## src/rtl/lcd_result_writer_if.sv

```systemverilog
// Request/status handshake and HD44780 pin bundle for lcd_result_writer.
// The controller side uses the master modport, the LCD writer uses the slave modport.
interface lcd_result_writer_if;
    logic       start;
    logic [5:0] value;
    logic       busy;
    logic       done;
    logic       lcd_rs;
    logic       lcd_rw;
    logic       lcd_e;
    logic [7:0] lcd_data;

    modport master (output start, value,
                    input  busy, done, lcd_rs, lcd_rw, lcd_e, lcd_data);
    modport slave  (input  start, value,
                    output busy, done, lcd_rs, lcd_rw, lcd_e, lcd_data);
endinterface

```

## src/rtl/lcd_result_writer.sv

```systemverilog
// Shows a 6-bit result as two decimal digits on an HD44780 LCD (8-bit, write-only).
// Define LCD_PREFIX_EN to print "R=" before the digits.
module lcd_result_writer #(
    parameter int INIT_WAIT_CYC  = 750000,
    parameter int SETUP_CYC      = 2,
    parameter int E_PULSE_CYC    = 12,
    parameter int CMD_WAIT_CYC   = 2500,
    parameter int CLEAR_WAIT_CYC = 100000
) (
    input logic                clk,
    input logic                rst,
    lcd_result_writer_if.slave bus
);
    localparam int MAX_A   = (INIT_WAIT_CYC > CLEAR_WAIT_CYC) ? INIT_WAIT_CYC : CLEAR_WAIT_CYC;
    localparam int MAX_B   = (CMD_WAIT_CYC > E_PULSE_CYC) ? CMD_WAIT_CYC : E_PULSE_CYC;
    localparam int MAX_C   = (MAX_B > SETUP_CYC) ? MAX_B : SETUP_CYC;
    localparam int MAX_CYC = (MAX_A > MAX_C) ? MAX_A : MAX_C;
    localparam int CW      = $clog2(MAX_CYC + 1);

    localparam logic [CW-1:0] INIT_LAST   = CW'(INIT_WAIT_CYC - 1);
    localparam logic [CW-1:0] SETUP_LAST  = CW'(SETUP_CYC - 1);
    localparam logic [CW-1:0] EPULSE_LAST = CW'(E_PULSE_CYC - 1);
    localparam logic [CW-1:0] CMD_LAST    = CW'(CMD_WAIT_CYC - 1);
    localparam logic [CW-1:0] CLEAR_LAST  = CW'(CLEAR_WAIT_CYC - 1);

`ifdef LCD_PREFIX_EN
    localparam logic [2:0] LAST_CHAR = 3'd3;
`else
    localparam logic [2:0] LAST_CHAR = 3'd1;
`endif

    typedef enum logic [2:0] {PWR_WAIT, INIT, IDLE, CONV, WR_ADDR, WR_CHARS, DONE} state_t;
    typedef enum logic [1:0] {W_IDLE, W_SETUP, W_EPULSE, W_HOLD} wstate_t;

    state_t        state, state_n;
    wstate_t       wstate, wstate_n;
    logic [CW-1:0] cnt, cnt_n;
    logic [2:0]    idx, idx_n;
    logic [5:0]    rem, rem_n;
    logic [2:0]    tens, tens_n;
    logic          rs_q, rs_n;
    logic [7:0]    data_q, data_n;
    logic          byte_end;

    function automatic logic [7:0] init_byte(input logic [2:0] i);
        case (i)
            3'd0:    return 8'h38;
            3'd1:    return 8'h0C;
            3'd2:    return 8'h06;
            default: return 8'h01;
        endcase
    endfunction

    function automatic logic [7:0] char_byte(input logic [2:0] i, input logic [2:0] t,
                                             input logic [5:0] o);
        logic [7:0] tens_ch;
        logic [7:0] ones_ch;
        tens_ch = 8'h30 + {5'b00000, t};
        ones_ch = 8'h30 + {2'b00, o};
`ifdef LCD_PREFIX_EN
        case (i)
            3'd0:    return 8'h52;
            3'd1:    return 8'h3D;
            3'd2:    return tens_ch;
            default: return ones_ch;
        endcase
`else
        return (i == 3'd0) ? tens_ch : ones_ch;
`endif
    endfunction

    always_ff @(posedge clk or posedge rst) begin
        if (rst) begin
            state  <= PWR_WAIT;
            wstate <= W_IDLE;
            cnt    <= '0;
            idx    <= '0;
            rem    <= '0;
            tens   <= '0;
            rs_q   <= 1'b0;
            data_q <= '0;
        end else begin
            state  <= state_n;
            wstate <= wstate_n;
            cnt    <= cnt_n;
            idx    <= idx_n;
            rem    <= rem_n;
            tens   <= tens_n;
            rs_q   <= rs_n;
            data_q <= data_n;
        end
    end

    // The byte writer times the current byte; the main FSM loads the next byte
    // in the same cycle the hold ends, so hold and setup phases abut exactly.
    always_comb begin
        state_n  = state;
        wstate_n = wstate;
        cnt_n    = cnt;
        idx_n    = idx;
        rem_n    = rem;
        tens_n   = tens;
        rs_n     = rs_q;
        data_n   = data_q;
        byte_end = 1'b0;

        case (wstate)
            W_SETUP: begin
                if (cnt == SETUP_LAST) begin
                    wstate_n = W_EPULSE;
                    cnt_n    = '0;
                end else cnt_n = cnt + 1'b1;
            end
            W_EPULSE: begin
                if (cnt == EPULSE_LAST) begin
                    wstate_n = W_HOLD;
                    cnt_n    = '0;
                end else cnt_n = cnt + 1'b1;
            end
            W_HOLD: begin
                if (cnt == ((data_q == 8'h01) ? CLEAR_LAST : CMD_LAST)) begin
                    wstate_n = W_IDLE;
                    cnt_n    = '0;
                    byte_end = 1'b1;
                end else cnt_n = cnt + 1'b1;
            end
            default: ;
        endcase

        case (state)
            PWR_WAIT: begin
                if (cnt == INIT_LAST) begin
                    state_n  = INIT;
                    idx_n    = '0;
                    wstate_n = W_SETUP;
                    cnt_n    = '0;
                    rs_n     = 1'b0;
                    data_n   = init_byte(3'd0);
                end else cnt_n = cnt + 1'b1;
            end
            INIT: begin
                if (byte_end) begin
                    if (idx == 3'd3) state_n = IDLE;
                    else begin
                        idx_n    = idx + 3'd1;
                        wstate_n = W_SETUP;
                        data_n   = init_byte(idx + 3'd1);
                    end
                end
            end
            IDLE: begin
                if (bus.start) begin
                    rem_n   = bus.value;
                    tens_n  = '0;
                    state_n = CONV;
                end
            end
            // One subtraction of ten per cycle; rem ends holding the ones digit.
            CONV: begin
                if (rem >= 6'd10) begin
                    rem_n  = rem - 6'd10;
                    tens_n = tens + 3'd1;
                end else begin
                    state_n  = WR_ADDR;
                    wstate_n = W_SETUP;
                    cnt_n    = '0;
                    rs_n     = 1'b0;
                    data_n   = 8'h80;
                end
            end
            WR_ADDR: begin
                if (byte_end) begin
                    state_n  = WR_CHARS;
                    idx_n    = '0;
                    wstate_n = W_SETUP;
                    rs_n     = 1'b1;
                    data_n   = char_byte(3'd0, tens, rem);
                end
            end
            WR_CHARS: begin
                if (byte_end) begin
                    if (idx == LAST_CHAR) state_n = DONE;
                    else begin
                        idx_n    = idx + 3'd1;
                        wstate_n = W_SETUP;
                        data_n   = char_byte(idx + 3'd1, tens, rem);
                    end
                end
            end
            DONE:    state_n = IDLE;
            default: state_n = PWR_WAIT;
        endcase
    end

    assign bus.busy     = (state != IDLE);
    assign bus.done     = (state == DONE);
    assign bus.lcd_e    = (wstate == W_EPULSE);
    assign bus.lcd_rs   = rs_q;
    assign bus.lcd_rw   = 1'b0;
    assign bus.lcd_data = data_q;
endmodule

```

## src/flat_wrapper.sv

```systemverilog
// flat-port wrapper written by rule: the top's interface ports become plain ports
module lcd_result_writer_flat 
#(
    parameter int INIT_WAIT_CYC  = 750000,
    parameter int SETUP_CYC      = 2,
    parameter int E_PULSE_CYC    = 12,
    parameter int CMD_WAIT_CYC   = 2500,
    parameter int CLEAR_WAIT_CYC = 100000
)
  (clk, rst, bus_start, bus_value, bus_busy, bus_done, bus_lcd_rs, bus_lcd_rw, bus_lcd_e, bus_lcd_data);
  lcd_result_writer_if bus_i ();
  input logic clk;
  input logic rst;
  input wire logic [$bits(bus_i.start)-1:0] bus_start;
  input wire logic [$bits(bus_i.value)-1:0] bus_value;
  output wire logic [$bits(bus_i.busy)-1:0] bus_busy;
  output wire logic [$bits(bus_i.done)-1:0] bus_done;
  output wire logic [$bits(bus_i.lcd_rs)-1:0] bus_lcd_rs;
  output wire logic [$bits(bus_i.lcd_rw)-1:0] bus_lcd_rw;
  output wire logic [$bits(bus_i.lcd_e)-1:0] bus_lcd_e;
  output wire logic [$bits(bus_i.lcd_data)-1:0] bus_lcd_data;
  assign bus_i.start = bus_start;
  assign bus_i.value = bus_value;
  assign bus_busy = bus_i.busy;
  assign bus_done = bus_i.done;
  assign bus_lcd_rs = bus_i.lcd_rs;
  assign bus_lcd_rw = bus_i.lcd_rw;
  assign bus_lcd_e = bus_i.lcd_e;
  assign bus_lcd_data = bus_i.lcd_data;
  lcd_result_writer #(.INIT_WAIT_CYC(INIT_WAIT_CYC), .SETUP_CYC(SETUP_CYC), .E_PULSE_CYC(E_PULSE_CYC), .CMD_WAIT_CYC(CMD_WAIT_CYC), .CLEAR_WAIT_CYC(CLEAR_WAIT_CYC)) u_core (.clk(clk), .rst(rst), .bus(bus_i));
endmodule
```

## config.mk

```make
export PLATFORM = sky130hd
export DESIGN_NAME = lcd_result_writer_flat
export DESIGN_NICKNAME = d
export VERILOG_FILES = /design/src/rtl/lcd_result_writer_if.sv /design/src/rtl/lcd_result_writer.sv /design/src/flat_wrapper.sv
export SDC_FILE = /design/constraint.sdc
export NUM_CORES = 1
export LEC_CHECK = 0
export CORE_ASPECT_RATIO = 1.1
export CORE_MARGIN = 3
export CORE_UTILIZATION = 40
export DETAILED_ROUTE_END_ITERATION = 10
export GPL_ROUTABILITY_DRIVEN = 0
export PLACE_DENSITY = 0.6
export SLEW_MARGIN = 40
export SYNTH_ARGS = -nofsm -noshare
export SYNTH_HDL_FRONTEND = slang
export SYNTH_SLANG_ARGS = --single-unit
```

## constraint.sdc

```tcl
create_clock -name clk -period 3.25 [get_ports clk]
set_clock_uncertainty 0.15 [all_clocks]
set_input_delay 0.4875 -clock clk [delete_from_list [all_inputs] [get_ports clk]]
set_output_delay 0.4875 -clock clk [all_outputs]
set_load 0.02 [all_outputs]
```

Yosys cells after proc, flatten, opt, wreduce, memory -nomap -nowiden
Index checks and enable logic that the tools add are counted.
{"block": "totals", "reg_bits": 46, "latchBits": 0, "ram_bits": 0, "romBits": 0, "inputBits": 9, "word_cells": 114, "mem_count": 0}
{"block": "op_classes", "addsub": 6, "multipliers": 0, "n_div": 0, "order_cmp": 1, "n_eq_ne": 30, "n_shift": 0, "n_mux": 58, "bitwise": 0, "n_reduce_logical": 11}
{"operator": "$mux W20", "n": 5}
{"operator": "$mux W8", "n": 8}
{"operator": "$pmux W20 S3", "n": 1}
{"operator": "$mux W3", "n": 16}
{"operator": "$pmux W20 S2", "n": 1}
{"operator": "$pmux W8 S5", "n": 1}
{"operator": "$pmux W3 S7", "n": 1}
{"operator": "$add A20 B1 Y20 const B", "n": 1}
{"operator": "$eq A20 B1 Y1 const B", "n": 1}
{"operator": "$eq A20 B20 Y1", "n": 1}
{"operator": "$eq A20 B20 Y1 const B", "n": 1}
{"operator": "$eq A20 B4 Y1 const B", "n": 1}
{"operator": "$mux W2", "n": 10}
{"operator": "$pmux W6 S3", "n": 1}
{"operator": "$mux W17", "n": 1}
{"operator": "$reduce_and A8 Y1", "n": 2}
{"operator": "$ne A2 B1 Y1 const B", "n": 7}
{"operator": "$eq A3 B2 Y1 const B", "n": 4}
{"operator": "$mux W6", "n": 2}
{"operator": "$pmux W3 S4", "n": 1}
{"operator": "$pmux W6 S2", "n": 1}
{"operator": "$pmux W2 S5", "n": 1}
{"operator": "$eq A3 B1 Y1 const B", "n": 3}
{"operator": "$eq A3 B3 Y1 const B", "n": 3}
{"operator": "other kinds (22)", "n": 32}

Logic depth before layout (Yosys ltp)
Gate-level depths: netlist (run 1).
{"block": "logic_depth", "depth_word": 8, "depth_mapped": 9, "depth_no_buf": 8}

Worst setup path before layout (run 1)
OpenSTA, ideal clock, no wires.
{"block": "synth_timing", "path_type": "reg2reg", "from": "register u_core.cnt[6]", "to": "register u_core.data_q[0], in the netlist u_core.bus.lcd_data[0]", "arrival_time_ns": 2.212, "slack_ns": 0.763, "stages_incl_launch_ff": 9, "n_path_buf": 2, "path_cell_list": "dfrtp_1 > buf_6 > or2_1 > or4_4 > o31ai_4 > and3_1 > nand2b_1 > buf_6 > mux2_4"}
{"block": "synth_via", "elab_chain_cells": 5}
{"item": "from (decl)", "line_no": "lcd_result_writer.sv:37", "source": "logic [CW-1:0] cnt, cnt_n;"}
{"item": "from (signal assigned)", "line_no": "lcd_result_writer.sv:85", "source": "cnt <= cnt_n;"}
{"item": "$eq A20 B20 Y1", "line_no": "lcd_result_writer.sv:121", "source": "if (cnt == ((data_q == 8'h01) ? CLEAR_LAST : CMD_LAST)) begin"}
{"item": "$mux W1", "line_no": "lcd_result_writer.sv:121"}
{"item": "$mux W1", "line_no": "lcd_result_writer.sv:107", "source": "case (wstate)"}
{"item": "$ne A2 B1 Y1 (no source line)"}
{"item": "$reduce_and A8 Y1 (no source line) *"}
{"item": "to (signal assigned)", "line_no": "lcd_result_writer.sv:90", "source": "data_q <= data_n;"}
{"item": "to (decl)", "line_no": "lcd_result_writer.sv:42", "source": "logic [7:0] data_q, data_n;"}
Every way passes the cells marked *; elsewhere a longest branch is shown, timed or not.
A chain may end at the register's enable or synchronous reset.

Worst setup path in the final report (run 1)
{"block": "layout_timing", "from": "register u_core.cnt[3]", "to": "register u_core.data_q[3], in the netlist u_core.bus.lcd_data[3]"}
The elaborated chain is that of the path after synthesis.

==> impl_metrics.toml, run 1 <==
[outcome]
status = "finished clean"

[drt]
wire_per_inst_um = 15.8
top_layer = "met4"
met1Wirelength_um = 3600
wirelength_um = 8080
wl_met3_um = 359
drt-pass1-iter-count = 4
drc = 0
vias_per_cell = 5.75
routed-wl-met2_um = 3950
drtAntennaViolNets = 0
num_vias = 2943
first_iter_violations = 147

[die]
placementRows = 34
initial_core_util_pct = 41.2
die_area_um2 = 9320
dieHeight_um = 101
io_pins = 22
coreArea_um2 = 7960
die_x_um = 92.3

[timing]
slew_headroom_pct = 54.1
fmax_ghz = 0.361
finalHoldViolations = 0
tightest_slew_ns = 0.681
setup_viol = 0
fin_crit_ns = 2.77
maxSlewViolCount = 0
period_share_pct = 85.2
tns_ns = 0
rsz0062_at_grt = "false"

[final_layout]
nFillCells = 807
register_area_um2 = 1150
syn2layout_area_growth_pct = 11.8
num_antenna_cells = 0
final_area_um2 = 3660
multi_input_area_um2 = 1900
nets = 422
finalCoreUtilization_pct = 46.1
drive_gt1_share_pct = 6.93

[yosys]
synthesis.area_um2 = 3280
synth_nets = 419
synth-seq-cells = 46
avgSynthCellArea_um2 = 8.20
synth.most_common_cell = "o21ai_0"
synth_edf_count = 0
ys_warn_count = 0
ys.flop_type = "dfrtp_1"
async_reset_ff_share_pct = 100
netlist_instances = 400
synth_common_cells = "56 x o21ai_0, 46 x dfrtp_1, 31 x a21oi_1, 27 x nand2_1, 22 x clkbuf_1"
synth.largest_area_cell = "dfrtp_1"
synth-seq-area-share_pct = 35.1
netlist_top_cells_area = "dfrtp_1 35%, o21ai_0 8.5%, xnor2_1 5.1%, a21oi_1 4.7%, ha_1 3.8%"
synth_cell_types = 57
synth.top_cell.area_share_pct = 35.1

[worst_setup_path]
cp_data_required_time_ns = 3.29
cp_data_arrival_time_ns = 2.81
startpoint_type = "flop"
crit_slowest_cell = "dfrtp_1"
endpoint_kind = "flop"
crit_path_cell_trace = "and4b_1, and3_1, mux2_2, a311oi_1, nand2b_1, mux2_4"
critPathMaxFanout = 10
slowest_delay_ns = 0.52
criticalPathCategory = "flop to flop"

[clock_tree]
cts_tree = "built"
clockBufferDepth = 2
post_cts_resized = 0
root_buffer = "clkbuf_8"
clk_pin_slew_ns = 0.10
cts_setup_buffers = 0
cts_hold_buf = 0
cts_made_buffers = 5
cts.sinks = 46
htree_levels = 2
clock_latency_ns = 0.31

[power]
p_int_mw = 0.911
switchingPower_mw = 0.225
p_comb_share_pct = 2.3
leakagePower_nw = 1.41
vdd_drop_max_mv = 0.163
sw_frac_of_total_pct = 19.8
power_frac_seq_pct = 50.4
power.clock.fraction_pct = 47.4
power.density_nw_per_um2 = 310

[grt]
grt_max_degree = 39
grt_first_pass_wirelength_um = 13600
grt_pass1_vias = 2834
grt_use_total_pct = 18.0
antenna_found_initial = 0
grt-ovfl-total = 0

[placement]
dp_hpwl_um = 5870
io_buffer_count = 20
place_area_um2 = 3520

[worst_hold_path]
hold_path.class = "primary input to asynchronous set/reset pin"

[job]
cap_violations = 0
==> metal layers <==
metal,track usage (%),vias up
met3,3.96,19
li1,-,1442
met5,0,-
met1,22.0,1413
met2,31.0,69
met4,6.40,0
==> registers in the layout, indices dropped and copies added, names as in the netlist <==
name / flops
u_core.rem: 6
u_core.cnt: 20
u_core.bus.lcd_data: 8
u_core.bus.lcd_rs: 1
u_core.state: 3
u_core.idx: 3
u_core.wstate: 2
u_core.tens: 3
==> layout by cell type (no fill, tap or decap), types with 4 or more instances in the layout <==
cell type and n:
nand2_1 27, nor2_1 21, ha_1 10, inv_1 20, xnor2_1 19, o21ai_0 55
clkbuf_8 6, nor3_1 20, nand4_1 6, clkdlybuf4s50_1 20, nor3b_1 8, mux2_4 5
and3_1 9, buf_4 8, nor4_1 11, a21oi_1 31, nand3_1 13, or3_1 4
nor2b_1 4, and2_1 4, nand2b_1 6, dfrtp_1 46
==> power groups by stage <==
stage	clock network (mW)	registers [mW]	logic [mW]
3_3_place_gp	0	0.583	0.0265
4_1_cts	0.547	0.572	0.0270
6_report	0.538	0.572	0.0259
5_1_grt	0.572	0.572	0.0288
3_5_place_dp	0	0.583	0.0269
2_1_floorplan	0	0.583	0.0115
==> through the flow <==
stage	total power, mW	instances	setup WS (ns)	hold WS [ns]
2_1_floorplan	0.595	400	0.763	0.329
3_3_place_gp	0.610	504	0.573	0.358
3_5_place_dp	0.610	504	0.508	0.372
4_1_cts	1.15	512	0.497	0.388
5_1_grt	1.17	512	0.329	0.412
6_report	1.14	512	0.481	0.369
==> cells by family after synthesis <==
kind of cell,share of synthesized area (%)
other cells,0.114
simple gates,23.2
xor+xnor,5.08
mux,3.59
fa+ha+maj,3.82
buf+inv,7.06
compound gates,22.1
flops,35.1
==> path summary, 6_finish.rpt <==
path / to / slack [ns] / cells past startpoint / from
setup / recovery: u_core.bus.lcd_data[3]$_DFFE_PP0P_ / 0.48 / 6 / u_core.cnt[3]$_DFF_PP0_
hold / removal: u_core.state[1]$_DFFE_PP0P_ / 0.37 / 2 / rst
setup reg to reg: u_core.bus.lcd_data[3]$_DFFE_PP0P_ / 0.48 / 6 / u_core.cnt[3]$_DFF_PP0_
hold reg to reg: u_core.bus.lcd_rs$_DFFE_PP0P_ / 0.38 / 2 / u_core.bus.lcd_rs$_DFFE_PP0P_
max in group asynchronous: u_core.cnt[3]$_DFF_PP0_ / 2.00 / 3 / rst
min in group clk: u_core.bus.lcd_rs$_DFFE_PP0P_ / 0.38 / 2 / u_core.bus.lcd_rs$_DFFE_PP0P_
==> critical path, delay by kind of cell, from the launching register on <==
kind / cells / cell delay (ns)
AND/OR/NAND/NOR: 3 / 0.83
flip-flops: 1 / 0.52
multiplexers: 2 / 0.64
AO/OA/AOI/OAI: 1 / 0.52
==> area by class of cell <==
type	instances	share of cell area (%)
flip-flops and latches	46	31.4
clock inverters	2	1.64
clock buffers	6	2.25
well taps	108	3.69
multi-input cells	301	51.7
inverters	21	2.15
repair buffers	28	7.10
No activity file was read; power rests on OpenSTA's default activity.
==> run 2, diff against run 1 <==
Settings changed: PLACE_DENSITY 0.6 to 0.62.
Clock period 3.25 ns to 2.22 ns, I/O delays scaled along.
==> run 2 against run 1 <==
The run now ends with negative setup slack left. Sequential power increased by 46%. Cell area grew 30%. Non-clock buffer count grew 95. Critical path depth up 1. Clock power rose by 12%. Global-route usage up 3.3 points. Fmax increased by 16%. Flip-flop and latch count unchanged. Combinational power increased by 47%. Cell count is 19% higher. Core utilization increased by 14 points. First-iteration DRC count increased by 16%. Critical endpoint is now u_core.bus.lcd_data[1]$_DFFE_PP0P_. Highest routed layer unchanged.
==> impl_metrics.toml, run 2 (same netlist as run 1, synthesis figures left out) <==
[grt]
grt_pass1_vias = 3290
grt_first_pass_wirelength_um = 15800
grt-ovfl-total = 0
antenna_found_initial = 0
grt_max_degree = 23
grt_use_total_pct = 21.3

[drt]
num_vias = 3400
first_iter_violations = 170
wirelength_um = 10300
wire_per_inst_um = 17.0
drc = 0
vias_per_cell = 5.60
drt-pass1-iter-count = 4
drtAntennaViolNets = 0

[clock_tree]
clock_latency_ns = 0.31
cts_tree = "built"
clk_pin_slew_ns = 0.10
htree_levels = 2
cts_made_buffers = 5
root_buffer = "clkbuf_8"
clockBufferDepth = 2
cts.sinks = 46

[die]
io_pins = 22
dieHeight_um = 101
coreArea_um2 = 7960
initial_core_util_pct = 41.2
die_area_um2 = 9320
placementRows = 34
die_x_um = 92.3

[final_layout]
num_antenna_cells = 0
nets = 517
largest-register = "u_core.cnt"
drive_gt1_share_pct = 34.9
register_area_um2 = 1150
multi_input_area_um2 = 2170
fin_cells = 607
syn2layout_area_growth_pct = 45.5
final_cell_mix = "88 x buf_4, 43 x dfrtp_1, 34 x o21ai_0, 28 x a21oi_1, 24 x nand2_1"
final_common_cell = "buf_4"
nFillCells = 693
largest_reg_flops = 20

[worst_hold_path]
hold_path.class = "primary input to asynchronous set/reset pin"

[timing]
period_share_pct = 107
fmax_ghz = 0.420
setup_viol = 34
maxSlewViolCount = 0
finalHoldViolations = 0
rsz0062_at_grt = "true"
fin_crit_ns = 2.38
finalWorstSetupSlack_ns = -0.159

[worst_setup_path]
startpoint_type = "flop"
cp_data_required_time_ns = 2.27
r2r-end = "u_core.bus.lcd_data[1]$_DFFE_PP0P_"
criticalPathCategory = "flop to flop"
rrSetupSlack_ns = -0.16
timing.rr.start = "u_core.cnt[6]$_DFF_PP0_"
endpoint_kind = "flop"
reg2reg_depth = 7
cp_data_arrival_time_ns = 2.42
critPathMaxFanout = 7

[outcome]
status = "finished, violations left"
violations = "negative setup slack"

[placement]
io_buffer_count = 20
dp.cells = 575
dp_hpwl_um = 6860
pre_cts_ws_ns = -0.169

[power]
power.density_nw_per_um2 = 309
leakagePower_nw = 2.03
vdd_drop_max_mv = 0.195

[job]
cap_violations = 0
run 2: cell count changes in the layout (fill, tap and decap cells not counted), sizes merged:
cell,before,now
inv,21,20
clkinvlp,0,1
clkinv,0,1
bufinv,2,0
dlygate4sd2,0,2
clkdlybuf4s50,20,18
clkbuf,6,10
buf,8,100
run 2: worst max path at each step:
stage	from	end	depth (start not counted)
after CTS	u_core.cnt[4]$_DFF_PP0_	u_core.cnt[5]$_DFF_PP0_	8
after global placement	u_core.bus.lcd_data[1]$_DFFE_PP0P_	u_core.bus.lcd_data[0]$_DFFE_PP0P_	6
after detailed placement	u_core.bus.lcd_data[5]$_DFFE_PP0P_	u_core.bus.lcd_data[1]$_DFFE_PP0P_	6
final	u_core.cnt[6]$_DFF_PP0_	u_core.bus.lcd_data[1]$_DFFE_PP0P_	7
after floorplan	u_core.cnt[6]$_DFF_PP0_	u_core.bus.lcd_data[0]$_DFFE_PP0P_	8
after global routing	u_core.cnt[4]$_DFF_PP0_	u_core.bus.lcd_data[0]$_DFFE_PP0P_	7
run 2: timing repair:
action / 4_1_cts / 5_1_grt
pin swaps: 4 / 17
hold buffers: 0 / 0
buffers inserted: 7 / 11
gates cloned: 2 / 4
resized for setup: 31 / 57
endpoints found under the setup margin: 35 / 39
run 2: final cells by class:
type	instances	area share (%)
Multi-Input combinational cell	301	45.6
Timing Repair Buffer	123	23.5
Tap cell	108	2.83
Clock inverter	1	0.184
Clock buffer	7	2.02
Inverter	21	1.73
Sequential cell	46	24.2
run 2: worst max-delay path, stage by stage, from the launching register on:
cell and delay (ns):
dfrtp_1 0.41, or2_4 0.26, or4_4 0.44, o31ai_4 0.24
buf_4 0.16, and3_4 0.20, nand2b_4 0.10, mux2_4 0.31
run 2: metal layers:
metal,up-vias,global-route usage [%],routed length (um)
met1,1647,25.0,4220
li1,1627,-,-
met4,0,9.03,350
met3,28,3.66,385
met5,-,0,0
met2,98,38.1,5360
run 2: stage by stage:
stage | instance area (um^2) | power [mW] | util, % | setup TNS (ns) | hold WS, ns
3_3_place_gp | 4120 | 0.892 | 51.7 | -1.25 | 0.352
4_1_cts | 4380 | 1.49 | 55.1 | -1.02 | 0.195
6_report | 4770 | 1.48 | 60.0 | -3.36 | 0.179
3_5_place_dp | 4120 | 0.893 | 51.7 | -1.83 | 0.353
5_1_grt | 4770 | 1.52 | 60.0 | -6.21 | 0.218
2_1_floorplan | 3320 | 0.871 | - | -0.558 | 0.319
run 2: power breakdown:
group	total [mW]	internal [mW]	switching [mW]
clock network	0.600	0.286	0.314
logic	0.0382	0.0159	0.0224
registers	0.837	0.837	0
